**config.mk**
```make
export PLATFORM = sky130hd
export DESIGN_NAME = periph_rx_arbiter_flat
export DESIGN_NICKNAME = d
export VERILOG_FILES = /design/src/rtl/periph_rx_arbiter_if.sv /design/src/rtl/periph_rx_arbiter.sv /design/src/flat_wrapper.sv
export SDC_FILE = /design/constraint.sdc
export NUM_CORES = 1
export LEC_CHECK = 0
export CAP_MARGIN = 0
export CORE_ASPECT_RATIO = 1.4
export CORE_MARGIN = 2
export CORE_UTILIZATION = 55
export CTS_CLUSTER_SIZE = 10
export DETAILED_ROUTE_END_ITERATION = 16
export PLACE_DENSITY = 0.92
export SLEW_MARGIN = 0
export SYNTH_ARGS = -nofsm -noshare
export SYNTH_HDL_FRONTEND = slang
export SYNTH_SLANG_ARGS = --single-unit
```
**constraint.sdc**
```tcl
create_clock -name clk -period 4.2 [get_ports clk]
set_input_delay 1.05 -clock clk [delete_from_list [all_inputs] [get_ports clk]]
set_output_delay 1.05 -clock clk [all_outputs]
set_load 0.005 [all_outputs]
```
**src/rtl/periph_rx_arbiter_if.sv**
```systemverilog
// RX arbiter bundle: per-peripheral FIFO status in, grant/read strobes out.
// The master modport is the arbiter; the slave modport is the FIFO/mux side.
interface periph_rx_arbiter_if #(
  parameter int NUM_PERIPHS = 8
);
  localparam int GRANT_W = $clog2(NUM_PERIPHS);

  logic [NUM_PERIPHS-1:0] rx_fifo_empty;
  logic [NUM_PERIPHS-1:0] rx_fifo_almost_full;
  logic                   out_fifo_full;
  logic [GRANT_W-1:0]     grant;
  logic                   grant_valid;
  logic [NUM_PERIPHS-1:0] rx_read;

  modport master (
    input  rx_fifo_empty, rx_fifo_almost_full, out_fifo_full,
    output grant, grant_valid, rx_read
  );

  modport slave (
    output rx_fifo_empty, rx_fifo_almost_full, out_fifo_full,
    input  grant, grant_valid, rx_read
  );
endinterface

```
**src/rtl/periph_rx_arbiter.sv**
```systemverilog
// Burst round-robin arbiter draining peripheral RX FIFOs into the shared output FIFO.
// Optional starvation guard: define PERIPH_RX_ARB_STARVE_GUARD_EN.
//
// state | meaning
// IDLE  | no owner; pick next winner (urgent first, then normal), grant_valid=0
// HOLD  | owner drains words until burst limit, empty, or urgent preemption
module periph_rx_arbiter #(
  parameter int NUM_PERIPHS  = 8,
  parameter int MAX_BURST    = 16,
  parameter int STARVE_LIMIT = 256
) (
  input  logic                clk,
  input  logic                rst,
  periph_rx_arbiter_if.master bus
);
  localparam int GRANT_W = $clog2(NUM_PERIPHS);
  localparam int BURST_W = $clog2(MAX_BURST + 1);

  if (NUM_PERIPHS < 2 || (NUM_PERIPHS & (NUM_PERIPHS - 1)) != 0 ||
      MAX_BURST < 1 || STARVE_LIMIT < 1) begin : g_bad_params
    $error("periph_rx_arbiter: illegal parameter set");
  end

  typedef enum logic {IDLE = 1'b0, HOLD = 1'b1} state_t;

  state_t                 state_q, state_d;
  logic [GRANT_W-1:0]     grant_q, grant_d;
  logic [GRANT_W-1:0]     rr_ptr_q, rr_ptr_d;
  logic [GRANT_W-1:0]     winner;
  logic [BURST_W-1:0]     burst_cnt_q, burst_cnt_d;
  logic [NUM_PERIPHS-1:0] req, urg, starved, sel_urg, sel_vec, grant_oh;
  logic                   xfer, owner_empty, last_word, other_urgent, preempt, hold_locked;

  function automatic logic [GRANT_W-1:0] rr_pick(input logic [NUM_PERIPHS-1:0] vec,
                                                 input logic [GRANT_W-1:0]     ptr);
    logic [GRANT_W-1:0] idx;
    logic               found;
    rr_pick = ptr;
    found   = 1'b0;
    for (int i = 1; i <= NUM_PERIPHS; i++) begin
      idx = ptr + GRANT_W'(i);
      if (!found && vec[idx]) begin
        rr_pick = idx;
        found   = 1'b1;
      end
    end
  endfunction

  assign req      = ~bus.rx_fifo_empty;
  assign urg      = req & bus.rx_fifo_almost_full;
  assign sel_urg  = urg | starved;
  assign sel_vec  = (|sel_urg) ? sel_urg : req;
  assign winner   = rr_pick(sel_vec, rr_ptr_q);
  assign grant_oh = NUM_PERIPHS'(1) << grant_q;

  assign owner_empty  = bus.rx_fifo_empty[grant_q];
  assign xfer         = (state_q == HOLD) && !owner_empty && !bus.out_fifo_full;
  assign last_word    = xfer && (burst_cnt_q == BURST_W'(MAX_BURST - 1));
  assign other_urgent = |(urg & ~grant_oh);
  // An owner stalled by backpressure keeps the grant; preempt only on a transfer or when drained.
  assign preempt      = !hold_locked && !urg[grant_q] && other_urgent && (xfer || owner_empty);

`ifdef PERIPH_RX_ARB_STARVE_GUARD_EN
  localparam int WAIT_W = $clog2(STARVE_LIMIT + 1);

  logic [WAIT_W-1:0] wait_cnt [NUM_PERIPHS];
  logic              owner_starved_q;

  always_ff @(posedge clk or posedge rst) begin
    if (rst) begin
      for (int i = 0; i < NUM_PERIPHS; i++) wait_cnt[i] <= '0;
      owner_starved_q <= 1'b0;
    end else begin
      for (int i = 0; i < NUM_PERIPHS; i++) begin
        if (!req[i] || (state_q == HOLD && grant_q == GRANT_W'(i)))
          wait_cnt[i] <= '0;
        else if (wait_cnt[i] != WAIT_W'(STARVE_LIMIT))
          wait_cnt[i] <= wait_cnt[i] + 1'b1;
      end
      if (state_q == IDLE && |req)
        owner_starved_q <= starved[winner];
    end
  end

  always_comb begin
    starved = '0;
    for (int i = 0; i < NUM_PERIPHS; i++)
      starved[i] = req[i] && (wait_cnt[i] == WAIT_W'(STARVE_LIMIT));
  end

  assign hold_locked = owner_starved_q;
`else
  assign starved     = '0;
  assign hold_locked = 1'b0;
`endif

  always_comb begin
    state_d     = state_q;
    grant_d     = grant_q;
    rr_ptr_d    = rr_ptr_q;
    burst_cnt_d = burst_cnt_q;
    case (state_q)
      IDLE: begin
        if (|req) begin
          grant_d     = winner;
          rr_ptr_d    = winner;
          burst_cnt_d = '0;
          state_d     = HOLD;
        end
      end
      HOLD: begin
        if (xfer) burst_cnt_d = burst_cnt_q + 1'b1;
        if (last_word || owner_empty || preempt) state_d = IDLE;
      end
      default: state_d = IDLE;
    endcase
  end

  always_ff @(posedge clk or posedge rst) begin
    if (rst) begin
      state_q     <= IDLE;
      grant_q     <= '0;
      rr_ptr_q    <= GRANT_W'(NUM_PERIPHS - 1);
      burst_cnt_q <= '0;
    end else begin
      state_q     <= state_d;
      grant_q     <= grant_d;
      rr_ptr_q    <= rr_ptr_d;
      burst_cnt_q <= burst_cnt_d;
    end
  end

  assign bus.grant       = grant_q;
  assign bus.grant_valid = xfer;
  assign bus.rx_read     = xfer ? grant_oh : '0;
endmodule
```
**src/flat_wrapper.sv**
```systemverilog
// flat-port wrapper written by rule: the top's interface ports become plain ports
module periph_rx_arbiter_flat 
#(
  parameter int NUM_PERIPHS  = 8,
  parameter int MAX_BURST    = 16,
  parameter int STARVE_LIMIT = 256
)
  (clk, rst, bus_rx_fifo_empty, bus_rx_fifo_almost_full, bus_out_fifo_full, bus_grant, bus_grant_valid, bus_rx_read);
  periph_rx_arbiter_if #(.NUM_PERIPHS(NUM_PERIPHS)) bus_i ();
  input  logic clk;
  input  logic rst;
  input wire logic [$bits(bus_i.rx_fifo_empty)-1:0] bus_rx_fifo_empty;
  input wire logic [$bits(bus_i.rx_fifo_almost_full)-1:0] bus_rx_fifo_almost_full;
  input wire logic [$bits(bus_i.out_fifo_full)-1:0] bus_out_fifo_full;
  output wire logic [$bits(bus_i.grant)-1:0] bus_grant;
  output wire logic [$bits(bus_i.grant_valid)-1:0] bus_grant_valid;
  output wire logic [$bits(bus_i.rx_read)-1:0] bus_rx_read;
  assign bus_i.rx_fifo_empty = bus_rx_fifo_empty;
  assign bus_i.rx_fifo_almost_full = bus_rx_fifo_almost_full;
  assign bus_i.out_fifo_full = bus_out_fifo_full;
  assign bus_grant = bus_i.grant;
  assign bus_grant_valid = bus_i.grant_valid;
  assign bus_rx_read = bus_i.rx_read;
  periph_rx_arbiter #(.NUM_PERIPHS(NUM_PERIPHS), .MAX_BURST(MAX_BURST), .STARVE_LIMIT(STARVE_LIMIT)) u_core (.clk(clk), .rst(rst), .bus(bus_i));
endmodule
```
== Yosys cells after proc, flatten, opt, wreduce, memory -nomap -nowiden ==
Index checks and enable logic that the tools add are counted.
Widths: inputs -> output; s select.

* Output and inout port bits: 12
* Logic and storage cells: 103
* Flip-flop bits (word level): 12
* Bits of input ports: 19

* Multiplexer cells: 43
* Equal/unequal tests: 3
* Shifts and indexed selects: 1
* Reductions and logical operators: 30
* Add/sub/neg operators: 8
* $lt $le $gt $ge: 9
* Bitwise logic cells: 5

{| class="wikitable"
|+ Operators by type and width
! kind !! number
|-
| $lt 3x4->1 const B || 9
|-
| $bmux 1 s3 || 10
|-
| $mux 3 || 8
|-
| $reduce_or 8->1 || 3
|-
| $mux 1 || 19
|-
| $and 8x8->8 || 2
|-
| $mux 8 || 2
|-
| $not 8->8 || 2
|-
| $add 3x3->3 const B || 4
|-
| $logic_and 1x1->1 || 12
|-
| $logic_not 1->1 || 10
|-
| $mux 5 || 2
|-
| $pmux 5 s2 || 1
|-
| $shl 1x3->8 const A || 1
|-
| $add 3x2->3 const B || 2
|-
| $add 5x1->5 const B || 1
|-
| $eq 5x4->1 const B || 1
|-
| $reduce_and 2->1 || 2
|-
| $add 3x1->3 const B || 1
|-
| $logic_or 1x1->1 || 3
|-
| $ne 2x1->1 const B || 1
|-
| $ne 2x2->1 const B || 1
|-
| $pmux 1 s2 || 1
|-
| $not 1->1 || 1
|}

== Longest topological paths before layout ==
Gate-level depths: netlist (run 1).

* Word-level depth: 28
* Gate-level depth with buffers: 11
* Mapped depth without buffers: 9

== Worst setup path after synthesis (run 1) ==
OpenSTA, ideal clock, no wires.

* Path type: input to register
* Start point: input bus_rx_fifo_almost_full[0]
* End point: register u_core.grant_q[1] (netlist: u_core.bus.grant[1])
* Setup slack: 0.648 ns
* Cell stages on the path: 9
* Required time: 4.073 ns
* Arrival: 3.426 ns
* Path buffers: 0
* Library setup time: 0.127 ns
* Cells stage by stage: nor2b_2 -> nor4_4 -> a21oi_1 -> o32a_1 -> mux4_2 -> nor3b_1 -> a2111o_1 -> a22oi_2 -> o21ai_1

* Cells in the longest elaborated chain, start to end: 27
* Elaborated cells on any way between the ends: 48
* Those cells by class: mux (32); bitwise (1); reduce/logical (15)

{| class="wikitable"
|+ RTL lines
! item !! RTL line !! source
|-
| from (decl) || flat_wrapper.sv:13 || <nowiki>input wire logic [$bits(bus_i.rx_fifo_almost_full)-1:0] bus_rx_fifo_almost_full;</nowiki>
|-
| $and 8x8->8 (*) || periph_rx_arbiter.sv:50 || <nowiki>assign urg = req & bus.rx_fifo_almost_full;</nowiki>
|-
| $reduce_or 8->1 || periph_rx_arbiter.sv:52 || <nowiki>assign sel_vec = (|sel_urg) ? sel_urg : req;</nowiki>
|-
| $mux 8 (*) || periph_rx_arbiter.sv:52 ||
|-
| $bmux 1 s3 || periph_rx_arbiter.sv:42 || <nowiki>if (!found && vec[idx]) begin</nowiki>
|-
| $mux 1 (implied by the code) || periph_rx_arbiter.sv:42 ||
|-
| $mux 1 || periph_rx_arbiter.sv:42 ||
|-
| $logic_not 1->1 || periph_rx_arbiter.sv:42 ||
|-
| $logic_and 1x1->1 || periph_rx_arbiter.sv:42 ||
|-
| [11 not listed] || - ||
|-
| $logic_and 1x1->1 || periph_rx_arbiter.sv:42 ||
|-
| $mux 1 || periph_rx_arbiter.sv:42 ||
|-
| $logic_not 1->1 || periph_rx_arbiter.sv:42 ||
|-
| $logic_and 1x1->1 || periph_rx_arbiter.sv:42 ||
|-
| $mux 1 || periph_rx_arbiter.sv:42 ||
|-
| $logic_not 1->1 || periph_rx_arbiter.sv:42 ||
|-
| $logic_and 1x1->1 || periph_rx_arbiter.sv:42 ||
|-
| $mux 3 (*) || periph_rx_arbiter.sv:42 ||
|-
| to (signal assigned) || periph_rx_arbiter.sv:127 || <nowiki>grant_q <= grant_d;</nowiki>
|-
| to (decl) || periph_rx_arbiter.sv:27 || <nowiki>logic [GRANT_W-1:0] grant_q, grant_d;</nowiki>
|}

Mark *: on every way between the ends. The rest lies on a longest branch, timed or not. The select of a mux whose other input is x is not followed.
A chain may end at the register's enable or synchronous reset.

== Worst setup path after layout (run 1) ==
* Start point: input bus_rx_fifo_empty[5]
* End point: register u_core.grant_q[1] (netlist: u_core.bus.grant[1])

* Cells in the longest elaborated chain, start to end: 28
* Elaborated cells on any way between the ends: 51
* Those cells by class: mux (32); bitwise (2); reduce/logical (17)

{| class="wikitable"
|+ RTL lines
! item !! RTL line !! source
|-
| from (decl) || flat_wrapper.sv:12 || <nowiki>input wire logic [$bits(bus_i.rx_fifo_empty)-1:0] bus_rx_fifo_empty;</nowiki>
|-
| $not 8->8 (*) || periph_rx_arbiter.sv:49 || <nowiki>assign req = ~bus.rx_fifo_empty;</nowiki>
|-
| $and 8x8->8 || periph_rx_arbiter.sv:50 ||
|-
| $reduce_or 8->1 || periph_rx_arbiter.sv:52 ||
|-
| $mux 8 || periph_rx_arbiter.sv:52 ||
|-
| $bmux 1 s3 || periph_rx_arbiter.sv:42 ||
|-
| $mux 1 (implied by the code) || periph_rx_arbiter.sv:42 ||
|-
| $mux 1 || periph_rx_arbiter.sv:42 ||
|-
| $logic_not 1->1 || periph_rx_arbiter.sv:42 ||
|-
| [12 not listed] || - ||
|-
| $logic_and 1x1->1 || periph_rx_arbiter.sv:42 ||
|-
| $mux 1 || periph_rx_arbiter.sv:42 ||
|-
| $logic_not 1->1 || periph_rx_arbiter.sv:42 ||
|-
| $logic_and 1x1->1 || periph_rx_arbiter.sv:42 ||
|-
| $mux 1 || periph_rx_arbiter.sv:42 ||
|-
| $logic_not 1->1 || periph_rx_arbiter.sv:42 ||
|-
| $logic_and 1x1->1 || periph_rx_arbiter.sv:42 ||
|-
| $mux 3 || periph_rx_arbiter.sv:42 ||
|}

Marks and branches as above.

==> impl_metrics.yaml, run 1 <==
status:
  status: "finished with violations"
  violations_in_the_final_reports: "negative setup slack"
finish:
  fin_cells: 322
  seqCellArea_sq_um: 304
  area_delta_synth_final_pct: 37.6
  multi_input_comb_area_sq_mm: 0.00159
  insertedDiodeCount: 0
  fin_nets: 306
  drive_above_1_share_pct: 33.7
  final_core_util_pct: 77.9
  layout.filler_cells: 214
setup_path:
  crit_path_max_delay_family: "simple AND/OR/NAND/NOR gates"
  critical_path_buf_inv_count: 3
  worstPathArrival_ps: 4430
  timing.critical_path.to_type: "register"
  r2r_start: "u_core.rr_ptr_q[1]"
  slowest_stage_cell_crit_path: "or4_4"
  timing.rr.end: "u_core.bus.grant[1]"
  critPathMaxStageDelay_ps: 540
  cp_common_cell: "buf_4"
  timing.critical_path.fanout_max: 8
  reg2reg_setup_slack_ps: 480
  crit_required_ps: 4360
  path_cells: "clkdlybuf4s50_1 > buf_4 > and2b_1 > nor4_4 > buf_4 > a21oi_2 > o32ai_1 > mux4_2 > nand2b_1 > or4_4 > o31a_1 > o21ai_1"
  crit_type: "input port to register"
  timing.critical_path.from_type: "input port"
  worstRegToRegCells: 9
clock_network:
  cts_hold_repair_buffers: 0
  worst_setup_hold_path_clk_slew_ps: 50
  buffer_levels_on_the_longest_clock_path: 2
  cts_buffers: 3
  cts-htree-levels: 1
  clock_latency_ps: 250
  cts.sinks: 12
  cts.root.buffer_cell: "clkbuf_8"
  cts_tree: "built"
detailed_routing:
  dr.pass1.iters: 5
  via_per_inst: 6.95
  via_count: 2237
  drt.antenna.violating_nets: 0
  drt-wirelength-per-cell_um: 21.5
  drt_wl_total_um: 6910
  drt_first_iter_violations: 164
  drt_drc_violations_left: 0
grt:
  aggregate_global_route_resource_usage_pct: 33.4
  globalRouteOverflowTotal: 0
  antenna_violations_before_repair: 0
  grt_max_degree: 25
  grt_first_pass_wirelength_um: 9650
  grt_pass1_vias: 2112
power:
  peakVddDrop_mv: 0.748
  p_total_mw: 2.17
  power.density_cell_area_mw_per_mm2: 833
  p_leak_nw: 1.10
yosys:
  synth_mux_area_share_pct: 19.7
  synth_top_cells_by_area: "dfrtp_1 12%, mux4_2 9.5%, o32ai_1 5.5%"
  synth-async-reset-ratio_pct: 100
  postSynthRegisterBits: 12
  syn_warnings: 0
  synth-simple-area-share_pct: 27.6
  synthesis.nets: 244
  syn_area_sq_mm: 0.00190
  yosys-top-cells-count: "21 x nor2_1, 17 x nand2_1, 16 x a21oi_1"
  synth_cells: 221
  cell_variety_after_synth: 48
  number_of_flops_mapped_to_enable_cells_by_yosys: 0
  synthXorXnorAreaFrac_pct: 3.70
  combinational_family_with_the_most_area_after_synthesis: "simple AND/OR/NAND/NOR gates"
  most_common_cell_in_the_netlist: "nor2_1"
  synth_seq_area_share_pct: 16.0
  synth-main-ff-cell: "dfrtp_1"
  synth_compound_area_share_pct: 27.0
  post_synth_fa_ha_maj_area_fraction_pct: 2.64
  synthDominantAreaCellType: "dfrtp_1"
  synthesis.area_per_instance_sq_um: 8.58
  synth_top_area_share_pct: 11.9
timing:
  maxClockFrequency_mhz: 235
  final.setup.worst_slack_ps: -62.6
  slew_viol_final: 0
  finalSetupViolCount: 1
  worst_slew_margin_rel_pct: 49.8
  fin_skew_ps: 0.560
  worst_slew_pin_slew_ps: 754
  final.setup.tns_ps: -62.6
  layout_worst_path_cycle_share_pct: 101
  hold_violations: 0
  final_period_minus_worst_setup_slack_ps: 4260
die:
  die_height_um: 73.5
  floorplan.io_pins: 31
  die-width_um: 53.6
  die_area_sq_mm: 0.00394
  placementRows: 25
  floorplan.initialDensity_pct: 56.6
  core-area_sq_mm: 0.00335
place:
  preCtsSetupSlack_ps: -213
  gp_congestion: 0.976
  port-buffer-count: 30
  dp_hpwl_um: 4750
  placedCellCount: 314
min_path:
  min_to: "u_core.burst_cnt_q[3]"
  worst_hold_path_type: "register to register"
  whs_path_depth: 2
  hp_start: "u_core.burst_cnt_q[3]"
run:
  max_cap_violations: 0
-- worst register-to-register path, stage by stage (launching register included) --
cell and delay [ps]:
dfstp_2 680, inv_1 290, ha_1 870, o32a_1 340, mux4_2 270, buf_4 140
nand2b_1 120, or4_4 540, o31a_1 280, o21ai_1 110
-- metrics by stage --
step,area [sq um],hold WS (ps)
2_1_floorplan,1900,477
4_1_cts,2520,551
6_report,2610,549
3_5_place_dp,2460,530
3_3_place_gp,2460,505
5_1_grt,2610,586
-- what timing repair did --
item                       in CTS  in global routing
setup endpoints to repair       8                 11
setup buffers                   0                  4
pin swaps                       0                  3
resized for setup              11                 16
-- routing by layer --
layer / share of wire [%] / vias up / global-route usage [%]
met5: 0 / - / 0
met4: 8.1 / 0 / 19.7
met3: 7.6 / 49 / 3.25
met1: 34 / 1037 / 35.3
li1: - / 994 / -
met2: 51 / 157 / 61.5
-- state kept, by name (all words and copies together), names as in the netlist --
signal,flops
u_core.state_q,1
u_core.bus.grant,3
u_core.burst_cnt_q,5
u_core.rr_ptr_q,3
-- worst max path at each step --
stage	startpoint	endpoint	depth (start not counted)
finish	bus_rx_fifo_empty[5]	u_core.bus.grant[1]	12
global route	bus_rx_fifo_empty[5]	u_core.bus.grant[1]	12
CTS	bus_rx_fifo_empty[7]	bus_rx_read[7]	8
detailed placement	bus_rx_fifo_empty[5]	u_core.bus.grant[1]	12
global placement	bus_rx_fifo_empty[1]	bus_rx_read[0]	7
floorplan	bus_rx_fifo_almost_full[0]	u_core.bus.grant[1]	9
-- layout by cell type (no fill, tap or decap), types with 4 or more instances in the layout --
cell             count
a21oi_2              6
a21oi_1              9
clkbuf_8             4
o32a_1               8
nor2b_2              4
o22ai_1              5
o21ai_0              6
inv_1                4
or2_2               10
nand2_1             16
buf_4               38
o211ai_1             4
ha_1                 4
dlymetal6s2s_1       5
clkdlybuf4s50_1     21
o32ai_1             11
dlygate4sd2_1        4
nor2_1              18
nand2b_1            15
mux2i_1              8
dfrtp_1              9
nor3b_1              4
mux4_2              10
xor2_1               5
-- final cells by class --
class | instances | share of cell area [%]
inverters | 5 | 0.720
multi-input cells | 193 | 60.8
well taps | 40 | 1.92
repair buffers | 68 | 22.7
clock buffers | 4 | 2.11
flip-flops and latches | 12 | 11.7
-- cell families after synthesis --
kind of cell	count (synthesis)
buffers and inverters	16
AND/OR/NAND/NOR	89
AO/OA/AOI/OAI	70
multiplexers	22
flip-flops	12
XOR/XNOR	8
adder cells (fa/ha/maj)	4
-- power by group --
| group | leakage (nW) | switching [mW] | total (mW) | internal (mW) |
|---|---|---|---|---|
| Sequential | 0.147 | 0.0919 | 0.270 | 0.178 |
| Combinational | 0.919 | 0.945 | 1.77 | 0.826 |
| Clock | 0.0288 | 0.0470 | 0.130 | 0.0832 |
| Total | 1.10 | 1.08 | 2.17 | 1.09 |
Power figures use the tool's default switching activity.
==> run 2: changes to the inputs <==
--- a/config.mk
+++ b/config.mk
@@ -12,6 +12,7 @@
 export CTS_CLUSTER_SIZE = 10
 export DETAILED_ROUTE_END_ITERATION = 16
 export PLACE_DENSITY = 0.92
+export SKIP_CTS_REPAIR_TIMING = 1
 export SLEW_MARGIN = 0
 export SYNTH_ARGS = -nofsm -noshare
 export SYNTH_HDL_FRONTEND = slang
==> impl_metrics.yaml, run 2 (synthesis results as in run 1) <==
detailed_routing:
  drt_wl_total_um: 6530
  drt.antenna.violating_nets: 0
  drt-wirelength-per-cell_um: 20.3
  dr.pass1.iters: 6
  via_per_inst: 7.02
  via_count: 2260
  drt_first_iter_violations: 121
  drt_drc_violations_left: 0
timing:
  fin_skew_ps: 1.84
  rsz_0062_raised_after_global_routing: "false"
  final.setup.tns_ps: 0
  worst_slew_pin_slew_ps: 751
  maxClockFrequency_mhz: 242
  slew_viol_final: 0
  layout_worst_path_cycle_share_pct: 98.5
  worst_slew_margin_rel_pct: 49.9
  hold_violations: 0
  final_period_minus_worst_setup_slack_ps: 4140
  final.setup.worst_slack_ps: 64.8
  finalSetupViolCount: 0
  fin_hold_ws_ps: 551
power:
  power.internal_mw: 1.09
  seq_power_share_pct: 12.3
  p_leak_nw: 1.16
  comb_power_share_pct: 81.7
  clock_power_share_pct: 6.0
  power.density_cell_area_mw_per_mm2: 817
  p_total_mw: 2.15
  switchingPower_mw: 1.06
  sw_frac_of_total_pct: 49.2
  peakVddDrop_mv: 0.719
finish:
  max_flop_register: "u_core.burst_cnt_q"
  insertedDiodeCount: 0
  most_common_cell_after_layout_fill_and_taps_aside: "buf_4"
  area_delta_synth_final_pct: 39.1
  fin_cells: 322
  drive_above_1_share_pct: 33.3
  layout.cells.most_common_list: "37 x buf_4, 20 x nor2_1, 20 x clkdlybuf4s50_1"
  design_area_sq_mm: 0.00264
  layout.filler_cells: 212
  fin_nets: 306
  largest_register_ffs: 5
  final_core_util_pct: 78.8
setup_path:
  cp_common_cell: "buf_4"
  timing.critical_path.fanout_max: 6
  timing.critical_path.from_type: "input port"
  crit_type: "input port to register"
  timing.critical_path.to_type: "register"
  worstPathArrival_ps: 4310
  path_cells: "clkdlybuf4s50_1 > buf_4 > and2b_4 > nor4_4 > buf_4 > buf_4 > a21oi_2 > o32ai_1 > mux4_2 > nand2b_1 > or4_4 > o31a_1 > o21ai_1"
  slowest_stage_cell_crit_path: "or4_4"
  crit_required_ps: 4370
  r2r_start: "u_core.rr_ptr_q[1]"
  cp-startpoint: "bus_rx_fifo_empty[2]"
  critPathMaxStageDelay_ps: 570
die:
  die_height_um: 73.5
  core-area_sq_mm: 0.00335
  floorplan.initialDensity_pct: 56.6
  floorplan.io_pins: 31
  die_area_sq_mm: 0.00394
  die-width_um: 53.6
  placementRows: 25
min_path:
  hp_start: "u_core.burst_cnt_q[4]"
  worst_hold_path_type: "register to register"
clock_network:
  cts_buffers: 3
  cts_tree: "built"
  worst_setup_hold_path_clk_slew_ps: 50
  cts.sinks: 12
  cts-htree-levels: 1
  clock_latency_ps: 250
  cts.root.buffer_cell: "clkbuf_8"
  buffer_levels_on_the_longest_clock_path: 2
grt:
  aggregate_global_route_resource_usage_pct: 32.7
  globalRouteOverflowTotal: 0
  antenna_violations_before_repair: 0
  grt_max_degree: 25
  grt_pass1_vias: 2107
  grt_first_pass_wirelength_um: 9490
place:
  port-buffer-count: 30
  gp_congestion: 0.976
  dp_hpwl_um: 4750
  placedCellCount: 314
  preCtsSetupSlack_ps: -213
  detailed_place.area_sq_mm: 0.00246
run:
  max_cap_violations: 0
status:
  status: "complete, no violations"
[run 2: cell count changes in the layout (fill, tap and decap cells not counted), sizes merged]
cell           change
dlymetal6s2s       +5
dlygate4sd2        -4
clkdlybuf4s50      -1
[run 2: worst max-delay path: cells and delay by family]
family                 cells  cell delay (ps)
AO/OA/AOI/OAI              4              700
AND/OR/NAND/NOR            4             1080
buffers and inverters      4              900
multiplexers               1              560
[run 2: per-layer routing]
layer / global-route usage [%] / vias up / wire, um
met3: 3.25 / 49 / 481
met1: 33.9 / 1052 / 2230
met2: 60.4 / 166 / 3380
li1: - / 993 / -
met5: 0 / - / 0
met4: 20.2 / 0 / 437
[run 2: worst paths after layout]
check | endpoint | cells past startpoint | slack [ps]
max | u_core.bus.grant[1] | 13 | 60
min | u_core.burst_cnt_q[4] | 2 | 550
max reg2reg | u_core.bus.grant[1] | 9 | 570
min reg2reg | u_core.burst_cnt_q[4] | 2 | 550
max in group asynchronous | u_core.rr_ptr_q[2] | 2 | 2780
min in group asynchronous | u_core.burst_cnt_q[4] | 2 | 1100
[run 2: power by group through the flow]
| stage | registers, mW | logic, mW | clock network, mW |
|---|---|---|---|
| 6_report | 0.266 | 1.76 | 0.129 |
| 5_1_grt | 0.272 | 1.89 | 0.134 |
| 4_1_cts | 0.259 | 1.68 | 0.129 |
| 3_5_place_dp | 0.258 | 1.67 | 0 |
| 3_3_place_gp | 0.256 | 1.60 | 0 |
| 2_1_floorplan | 0.213 | 1.23 | 0 |
[run 2: final cells by class]
type / instances / area [sq um] / share of cell area (%)
multi-input combinational: 193 / 1590 / 60.5
tap: 40 / 50.0 / 1.90
inverter: 5 / 18.8 / 0.712
sequential: 12 / 304 / 11.5
clock buffer: 4 / 55.1 / 2.09
timing repair buffer: 68 / 614 / 23.3
==> run 3: changes to the inputs <==
--- a/config.mk
+++ b/config.mk
@@ -5,7 +5,6 @@
 export SDC_FILE = /design/constraint.sdc
 export NUM_CORES = 1
 export LEC_CHECK = 0
-export CAP_MARGIN = 0
 export CORE_ASPECT_RATIO = 1.4
 export CORE_MARGIN = 2
 export CORE_UTILIZATION = 55
==> results of run 3 <==
No change in the layout: final DEF, timing and power equal those of run 2.
